[src/rtl/fft_pkg.sv]
`default_nettype none
// ============================================================================
// Module   : fft_pkg
// Brief    : Shared FFT constants, complex sample type and bit-reverse helper.
// Revision : 1.0
// ============================================================================
package fft_pkg;

    localparam int FFT_N_LOG2   = 3;
    localparam int BITREV_MAX_W = 10;

    typedef struct packed {
        logic [31:0] re;
        logic [31:0] im;
    } complex_t;

    // Reverse the low `width` bits of idx; reverse the full word, then shift down.
    function automatic logic [BITREV_MAX_W-1:0] bitrev(
        input logic [BITREV_MAX_W-1:0] idx,
        input int                      width
    );
        logic [BITREV_MAX_W-1:0] r_full;
        r_full = '0;
        for (int i = 0; i < BITREV_MAX_W; i++) begin
            r_full[BITREV_MAX_W-1-i] = idx[i];
        end
        return r_full >> (BITREV_MAX_W - width);
    endfunction

endpackage
`default_nettype wire

[src/rtl/fft_pingpong_ram.sv]
`default_nettype none
// ============================================================================
// Module   : fft_pingpong_ram
// Brief    : Two-bank, N-deep complex register array; one write, one comb read.
// Revision : 1.0
// ============================================================================
module fft_pingpong_ram
    import fft_pkg::*;
#(
    parameter int N_LOG2 = FFT_N_LOG2,
    parameter int DATA_W = 32
) (
    input  logic                i_clk,
    input  logic                i_wr_en,
    input  logic                i_wr_bank,
    input  logic [N_LOG2-1:0]   i_wr_addr,
    input  logic [2*DATA_W-1:0] i_wr_data,
    input  logic                i_rd_bank,
    input  logic [N_LOG2-1:0]   i_rd_addr,
    output logic [2*DATA_W-1:0] o_rd_data
);

    localparam int C_DEPTH = 2 << N_LOG2;

    logic [2*DATA_W-1:0] r_mem [C_DEPTH];

    always_ff @(posedge i_clk) begin
        if (i_wr_en) begin
            r_mem[{i_wr_bank, i_wr_addr}] <= i_wr_data;
        end
    end

    assign o_rd_data = r_mem[{i_rd_bank, i_rd_addr}];

endmodule
`default_nettype wire

[src/rtl/fft_bitrev_reorder.sv]
`default_nettype none
// ============================================================================
// Module   : fft_bitrev_reorder
// Brief    : Ping-pong reorder buffer: bit-reversed FFT output -> natural order.
// Revision : 1.0
// ============================================================================
module fft_bitrev_reorder
    import fft_pkg::*;
#(
    parameter int N_LOG2 = FFT_N_LOG2,
    parameter int DATA_W = 32
) (
    input  logic              i_clk,
    input  logic              i_reset,
    input  logic              i_valid,
    output logic              o_ready,
    input  logic [DATA_W-1:0] i_real,
    input  logic [DATA_W-1:0] i_imag,
    output logic              o_valid,
    input  logic              i_ready,
    output logic [DATA_W-1:0] o_real,
    output logic [DATA_W-1:0] o_imag,
    output logic [N_LOG2-1:0] o_index,
    output logic              o_last
);

    localparam logic [N_LOG2-1:0] C_LAST = N_LOG2'((1 << N_LOG2) - 1);

    logic                r_wr_bank;
    logic                r_rd_bank;
    logic [1:0]          r_bank_full;
    logic [N_LOG2-1:0]   r_wr_cnt;
    logic [N_LOG2-1:0]   r_rd_cnt;
    logic                r_valid;
    logic [DATA_W-1:0]   r_real;
    logic [DATA_W-1:0]   r_imag;
    logic [N_LOG2-1:0]   r_index;
    logic                r_last;

    logic                w_wr_fire;
    logic                w_wr_wrap;
    logic                w_load;
    logic                w_rd_wrap;
    logic [1:0]          w_bank_full_nxt;
    logic [N_LOG2-1:0]   w_wr_addr;
    logic [2*DATA_W-1:0] w_rd_data;

    assign o_ready   = !r_bank_full[r_wr_bank];
    assign w_wr_fire = i_valid && o_ready;
    assign w_wr_wrap = w_wr_fire && (r_wr_cnt == C_LAST);
    assign w_load    = r_bank_full[r_rd_bank] && (!r_valid || i_ready);
    assign w_rd_wrap = w_load && (r_rd_cnt == C_LAST);
    assign w_wr_addr = N_LOG2'(bitrev(BITREV_MAX_W'(r_wr_cnt), N_LOG2));

    // Set and clear always target different banks, so both may land together.
    always_comb begin
        w_bank_full_nxt = r_bank_full;
        if (w_wr_wrap) w_bank_full_nxt[r_wr_bank] = 1'b1;
        if (w_rd_wrap) w_bank_full_nxt[r_rd_bank] = 1'b0;
    end

    fft_pingpong_ram #(
        .N_LOG2 (N_LOG2),
        .DATA_W (DATA_W)
    ) u_ram (
        .i_clk     (i_clk),
        .i_wr_en   (w_wr_fire),
        .i_wr_bank (r_wr_bank),
        .i_wr_addr (w_wr_addr),
        .i_wr_data ({i_real, i_imag}),
        .i_rd_bank (r_rd_bank),
        .i_rd_addr (r_rd_cnt),
        .o_rd_data (w_rd_data)
    );

    always_ff @(posedge i_clk or negedge i_reset) begin
        if (!i_reset) begin
            r_wr_bank   <= 1'b0;
            r_rd_bank   <= 1'b0;
            r_bank_full <= 2'b00;
            r_wr_cnt    <= '0;
            r_rd_cnt    <= '0;
            r_valid     <= 1'b0;
            r_real      <= '0;
            r_imag      <= '0;
            r_index     <= '0;
            r_last      <= 1'b0;
        end else begin
            r_bank_full <= w_bank_full_nxt;
            if (w_wr_fire) begin
                r_wr_cnt <= r_wr_cnt + 1'b1;
                if (w_wr_wrap) r_wr_bank <= ~r_wr_bank;
            end
            if (w_load) begin
                r_real   <= w_rd_data[2*DATA_W-1:DATA_W];
                r_imag   <= w_rd_data[DATA_W-1:0];
                r_index  <= r_rd_cnt;
                r_last   <= (r_rd_cnt == C_LAST);
                r_valid  <= 1'b1;
                r_rd_cnt <= r_rd_cnt + 1'b1;
                if (w_rd_wrap) r_rd_bank <= ~r_rd_bank;
            end else if (i_ready && r_valid) begin
                r_valid <= 1'b0;
            end
        end
    end

    assign o_valid = r_valid;
    assign o_real  = r_real;
    assign o_imag  = r_imag;
    assign o_index = r_index;
    assign o_last  = r_last;

endmodule
`default_nettype wire

[config.mk]
export PLATFORM = sky130hd
export DESIGN_NAME = fft_bitrev_reorder
export DESIGN_NICKNAME = d
export VERILOG_FILES = /design/src/rtl/fft_pkg.sv /design/src/rtl/fft_pingpong_ram.sv /design/src/rtl/fft_bitrev_reorder.sv
export SDC_FILE = /design/constraint.sdc
export NUM_CORES = 1
export LEC_CHECK = 0
export ABC_CLOCK_PERIOD_IN_PS = 6410
export CAP_MARGIN = 25
export CORE_MARGIN = 2
export CORE_UTILIZATION = 35
export CTS_CLUSTER_SIZE = 28
export DETAILED_ROUTE_END_ITERATION = 10
export PLACE_DENSITY = 0.51
export RECOVER_POWER = 50
export SLEW_MARGIN = 0
export SYNTH_ARGS = -nofsm -noshare
export SYNTH_HDL_FRONTEND = slang
export SYNTH_HIERARCHICAL = 1
export SYNTH_SLANG_ARGS = --single-unit
[constraint.sdc]
create_clock -name i_clk -period 6.41 [get_ports i_clk]
set_input_delay 0.641 -clock i_clk [delete_from_list [all_inputs] [get_ports i_clk]]
set_output_delay 0.641 -clock i_clk [all_outputs]
set_load 0.01 [all_outputs]
Word-level counts from Yosys, hierarchy flattened. Memories as Yosys holds them, arrays and structs flattened. A register that Yosys moved wholly into a read port is not among the register bits. Cells that the tools add are included.

Add/subtract/negate cells: 2. Magnitude comparators: 4. Equality and inequality tests: 2. Multiplexer cells: 14. Bitwise gates (word level): 5. Reduce and logical (&&, ||, !) cells: 14.

Operator list (number): 1-bit 2-to-1 mux (10); 1-bit logical AND (7); 3-bit by 1-bit adder with 3-bit output (second input constant) (2); 3-bit == test (second input constant) (2); 1-bit by 2-bit < comparator with 1-bit output (second input constant) (2); 2-bit 2-to-1 mux (2); 2-bit AND reduction (2); 1-bit zero test (3); 2-bit AND (1); 1-bit demux with 1-bit select (2); 1-bit greater-or-equal comparator (second input constant) (2); 1-bit NOT (2); 2-bit NOT (1); 2-bit bitwise OR (1); 2-bit nonzero test (1); 1-bit logical OR (1).

Bits in registers: 15. RAM bits: 1024. Output and inout port bits: 70. Memories: 1.

Memories: u_ram.r_mem (depth 16, bits a word 64, read ports 1, clocked after memory_dff 1, write ports 1, RTL line fft_pingpong_ram.sv:25) `logic [2*DATA_W-1:0] r_mem [C_DEPTH];`.

Depth between registers and ports, before layout.
Word-level depth: 8. Gate-level depth with buffers: 7. Gate-level depth less buffers: 5.

Cells and area by module. The synthesis kept the hierarchy.

Modules (own cells, without submodules): fft_pingpong_ram (times used 1, cells each 1583, area an instance 38300.5 um^2); fft_bitrev_reorder (times used 1, cells each 183, area an instance 3306.9 um^2).

Worst setup path before layout. Ideal clock, no wire load.

Kind: reg2reg. Start: reg r_wr_bank. End: mem u_ram/r_mem[0][0] in the netlist's numbering, enable pin. Library setup time: 565 ps. Arrival: 5917 ps. Required time: 5845 ps. Setup slack: -71 ps. Stages on the path, launching flop included: 6. Path buffers: 0. Cell sequence: dfrtp_1 -> mux2i_1 -> nand2_1 -> inv_1 -> or3b_2 -> nor3_1.

Word-level cells in the longest chain between the ends: 6.

Ends and longest elaborated chain: start: declaration (RTL line fft_bitrev_reorder.sv:29) `logic r_wr_bank;`; start signal: assignment (RTL line fft_bitrev_reorder.sv:92) `if (w_wr_wrap) r_wr_bank <= ~r_wr_bank;`; 1-bit 2-to-1 mux (implied by the code) (2 in a row) (RTL line fft_bitrev_reorder.sv:48) `assign o_ready = !r_bank_full[r_wr_bank];`; 1-bit zero test (RTL line fft_bitrev_reorder.sv:48); named net o_ready (RTL line fft_bitrev_reorder.sv:16) `output logic o_ready,`; 1-bit logical AND (RTL line fft_bitrev_reorder.sv:49) `assign w_wr_fire = i_valid && o_ready;`; named net w_wr_fire (RTL line fft_bitrev_reorder.sv:40) `logic w_wr_fire;`; 1-bit 2-to-1 mux (RTL line fft_pingpong_ram.sv:28) `if (i_wr_en) begin`; 1-bit 2-to-1 mux (implied by the code) (RTL line fft_pingpong_ram.sv:29) `r_mem[{i_wr_bank, i_wr_addr}] <= i_wr_data;`; end: declaration (RTL line fft_pingpong_ram.sv:25).

The timed path passes the listed nets, and every way through them passes these cells. The select of a mux whose other input is x is not followed.

==> results.ini <==
[finish]
fillCellCount=10200
final_cell_count_no_fill=3613
drive_above_1_share=0.270
nets=2047
syn2layout_area_growth_pct=16.7

[run]
drv_cap=1

[sta]
max_freq_mhz=251
clock_skew_ns=0.0257
period_needed_ns=3.99
finalSetupViolCount=0
drv_slew=41
tns_ns=0
relSlewSlack=-0.811
fin_crit_sh=0.622
rsz0062_at_grt=false
tightest_slew_ns=2.72
hold_viol=0

[hold_path]
worstHoldStart=o_imag[28]$_DFFE_PN0P_
hold_depth=1
hold_class=register to register
hold_end=o_imag[28]$_DFFE_PN0P_

[placement]
dp_cells=3394
place_congestion=0.692
dp_hpwl_microns=49200
port_buffers=137

[synthesis]
ys_seq_area_frac=0.787
synth-compound-area-share=0.0244
ys_async_sr_fraction=0.0716
synthAdderAreaFrac=0.00120
synth.net_count=1838
avgSynthCellArea_sq_um=23.6
synth_area_leaders=edfxtp_1, mux4_2, dfrtp_1, a22oi_1, mux2_4
yosys.area_share.simple=0.00962
netlist_instances=1766
synth.cell_area_sq_um=41600
yosys_most_used_dff=edfxtp_1
ys_top_cells_by_count=edfxtp_1, mux4_2, a22oi_1
synth_most_common_cell=edfxtp_1
synth_top_family_by_area=multiplexers
synthMuxAreaShare=0.164
synth_top_cell_area_share=0.739
synth_top_cell_by_area=edfxtp_1
synthXorXnorAreaFrac=0.000421
synth.distinct_cells=32
synth-edff-count=1024
yosysWarnings=6
synth-seq-cells=1103

[global_route]
use_met2=0.244
antenna_found_initial=13
grt_max_degree=116
grt_pass1_vias=20000
overflow=0
global_route.usage.met1=0.215
track_usage=0.152
grt.met3_usage=0.0268
grt.busiest_layer=met2
grt_pass1_wl_microns=135000

[clock_network]
ctsHoldBuffers=1
cts_setup_buffers=0
ctsRootBufferMaster=clkbuf_16
clk_pin_slew_ns=0.06
ctsResizeCount=0
cts_max_level=3
cts_max_path_buffers=3
clkLatencyLatePin_ns=0.69
cts_buffers=112
cts_tree=built
cts_sinks=1103

[drt]
drt-initial-drc-count=1418
antenna_left=0
vias=18700
route.detailed.drc=0
viasPerCell=5.17
post_drt_wl_per_cell_microns=25.4
dr.pass1.iters=5
wl_microns=91900

[die]
dieHeight_microns=349
start_util=0.353
die-area_sq_um=122000
row_count=126
ioPinCount=138
core_sq_um=118000
die_w_microns=349

[worst_setup_path]
worstPathRequired_ns=6.82
critical_path_arrival_ns=4.40
crit_path_end_kind=asynchronous set/reset pin
rr_worst_depth=7
ff2ff_setup_slack_ns=2.94
startpoint=i_reset
rr_startpoint=r_wr_bank$_DFFE_PN0P_
r2r-end=u_ram/r_mem[0][43]$_DFFE_PP_
path_max_fanout=40
critPathLaunchType=input port
worstSetupPathType=input port to asynchronous set/reset pin

[power]
powerDensity_nw_per_um2=439
ir_drop_uv=308
p_leak_nw=15.6

[outcome]
status=complete, but fails checks
violations=capacitance limit, slew limit

-- metrics by stage --
step / cell area [sq um] / total power [mW] / util / setup WS, ns / hold WS (ns)
floorplan: 41600 / 13.3 / - / 0.273 / 0.345
global placement: 44900 / 15.2 / 0.381 / 2.59 / 0.492
detailed placement: 44900 / 15.3 / 0.381 / 2.58 / 0.494
CTS: 48500 / 21.7 / 0.411 / 2.90 / 0.508
global route: 48500 / 22.3 / 0.412 / 1.53 / 0.528
finish: 48500 / 21.3 / 0.412 / 2.42 / 0.498
-- cell type report --
cell class              instances  area (sq um)  area share
inverters                       2          7.51    0.000155
multi-input cells             569          8420       0.174
repair buffers                187          1820      0.0376
well taps                    1536          1920      0.0396
diodes                          3          7.51    0.000155
clock buffers                 145          2970      0.0611
flip-flops and latches       1103         32700       0.674
clock inverters                68           658      0.0136
-- worst max-delay path by stage --
stage,cells past startpoint,end
4_1_cts,7,u_ram/r_mem[0][43]$_DFFE_PP_
6_report,3,r_rd_cnt[1]$_DFFE_PN0P_
2_1_floorplan,5,u_ram/r_mem[8][0]$_DFFE_PP_
3_5_place_dp,7,u_ram/r_mem[0][48]$_DFFE_PP_
3_3_place_gp,7,u_ram/r_mem[0][42]$_DFFE_PP_
5_1_grt,3,r_rd_cnt[1]$_DFFE_PN0P_
-- state kept, by name, indices dropped and copies added (netlist names) --
register     flops
u_ram/r_mem   1024
o_last           1
o_index          3
r_wr_cnt         3
o_imag          32
o_valid          1
r_rd_bank        1
r_bank_full      2
r_wr_bank        1
r_rd_cnt         3
o_real          32
-- worst max-delay path, stage by stage --
cell and delay (ns):
dlygate4sd3_1 0.52, clkbuf_1 1.90, clkbuf_2 1.23
-- routing by layer --
| metal | vias to the layer above | routed length, microns |
|---|---|---|
| met5 | - | 12 |
| li1 | 7956 | - |
| met1 | 10100 | 42100 |
| met3 | 131 | 4280 |
| met4 | 2 | 1660 |
| met2 | 459 | 43900 |
-- cell families (layout without fill, tap and decap cells) --
logic type,after synthesis,after routing
buffers and inverters,94,402
and+or+nand+nor,97,97
adders and majority gates,4,4
other,0,3
muxes,330,330
xor gates and xnor gates,2,2
AOI/OAI and AO/OA,136,136
DFF,1103,1103
-- cells in the final DEF, fill, tap and decap left out, types with 2 or more instances in the layout --
master and n:
nand2b_1 3, mux2_2 16, ha_1 4, nand2_1 68, inv_1 2, a31oi_1 4
buf_4 42, nand3b_1 2, mux4_2 256, clkinv_2 21, clkbuf_16 112, clkbuf_8 4
nor2b_4 2, a22oi_1 128, dfrtp_4 2, diode_2 3, buf_12 5, clkdlybuf4s50_1 45
edfxtp_1 1024, inv_6 5, dfrtp_1 77, nor2_4 11, nor2_1 3, dlygate4sd3_1 92
clkbuf_1 30, mux2i_1 2, nor3_2 3, clkinv_8 3, bufinv_16 11, clkinv_1 22
clkinvlp_4 4, clkinv_4 2, mux2_4 56
-- power by group --
group,internal [mW],switching (mW),total [mW]
combinational,2.94,3.03,5.97
clock,3.71,2.69,6.40
sequential,8.56,0.399,8.96
total,15.2,6.12,21.3
No activity file was read; power rests on OpenSTA's default activity.
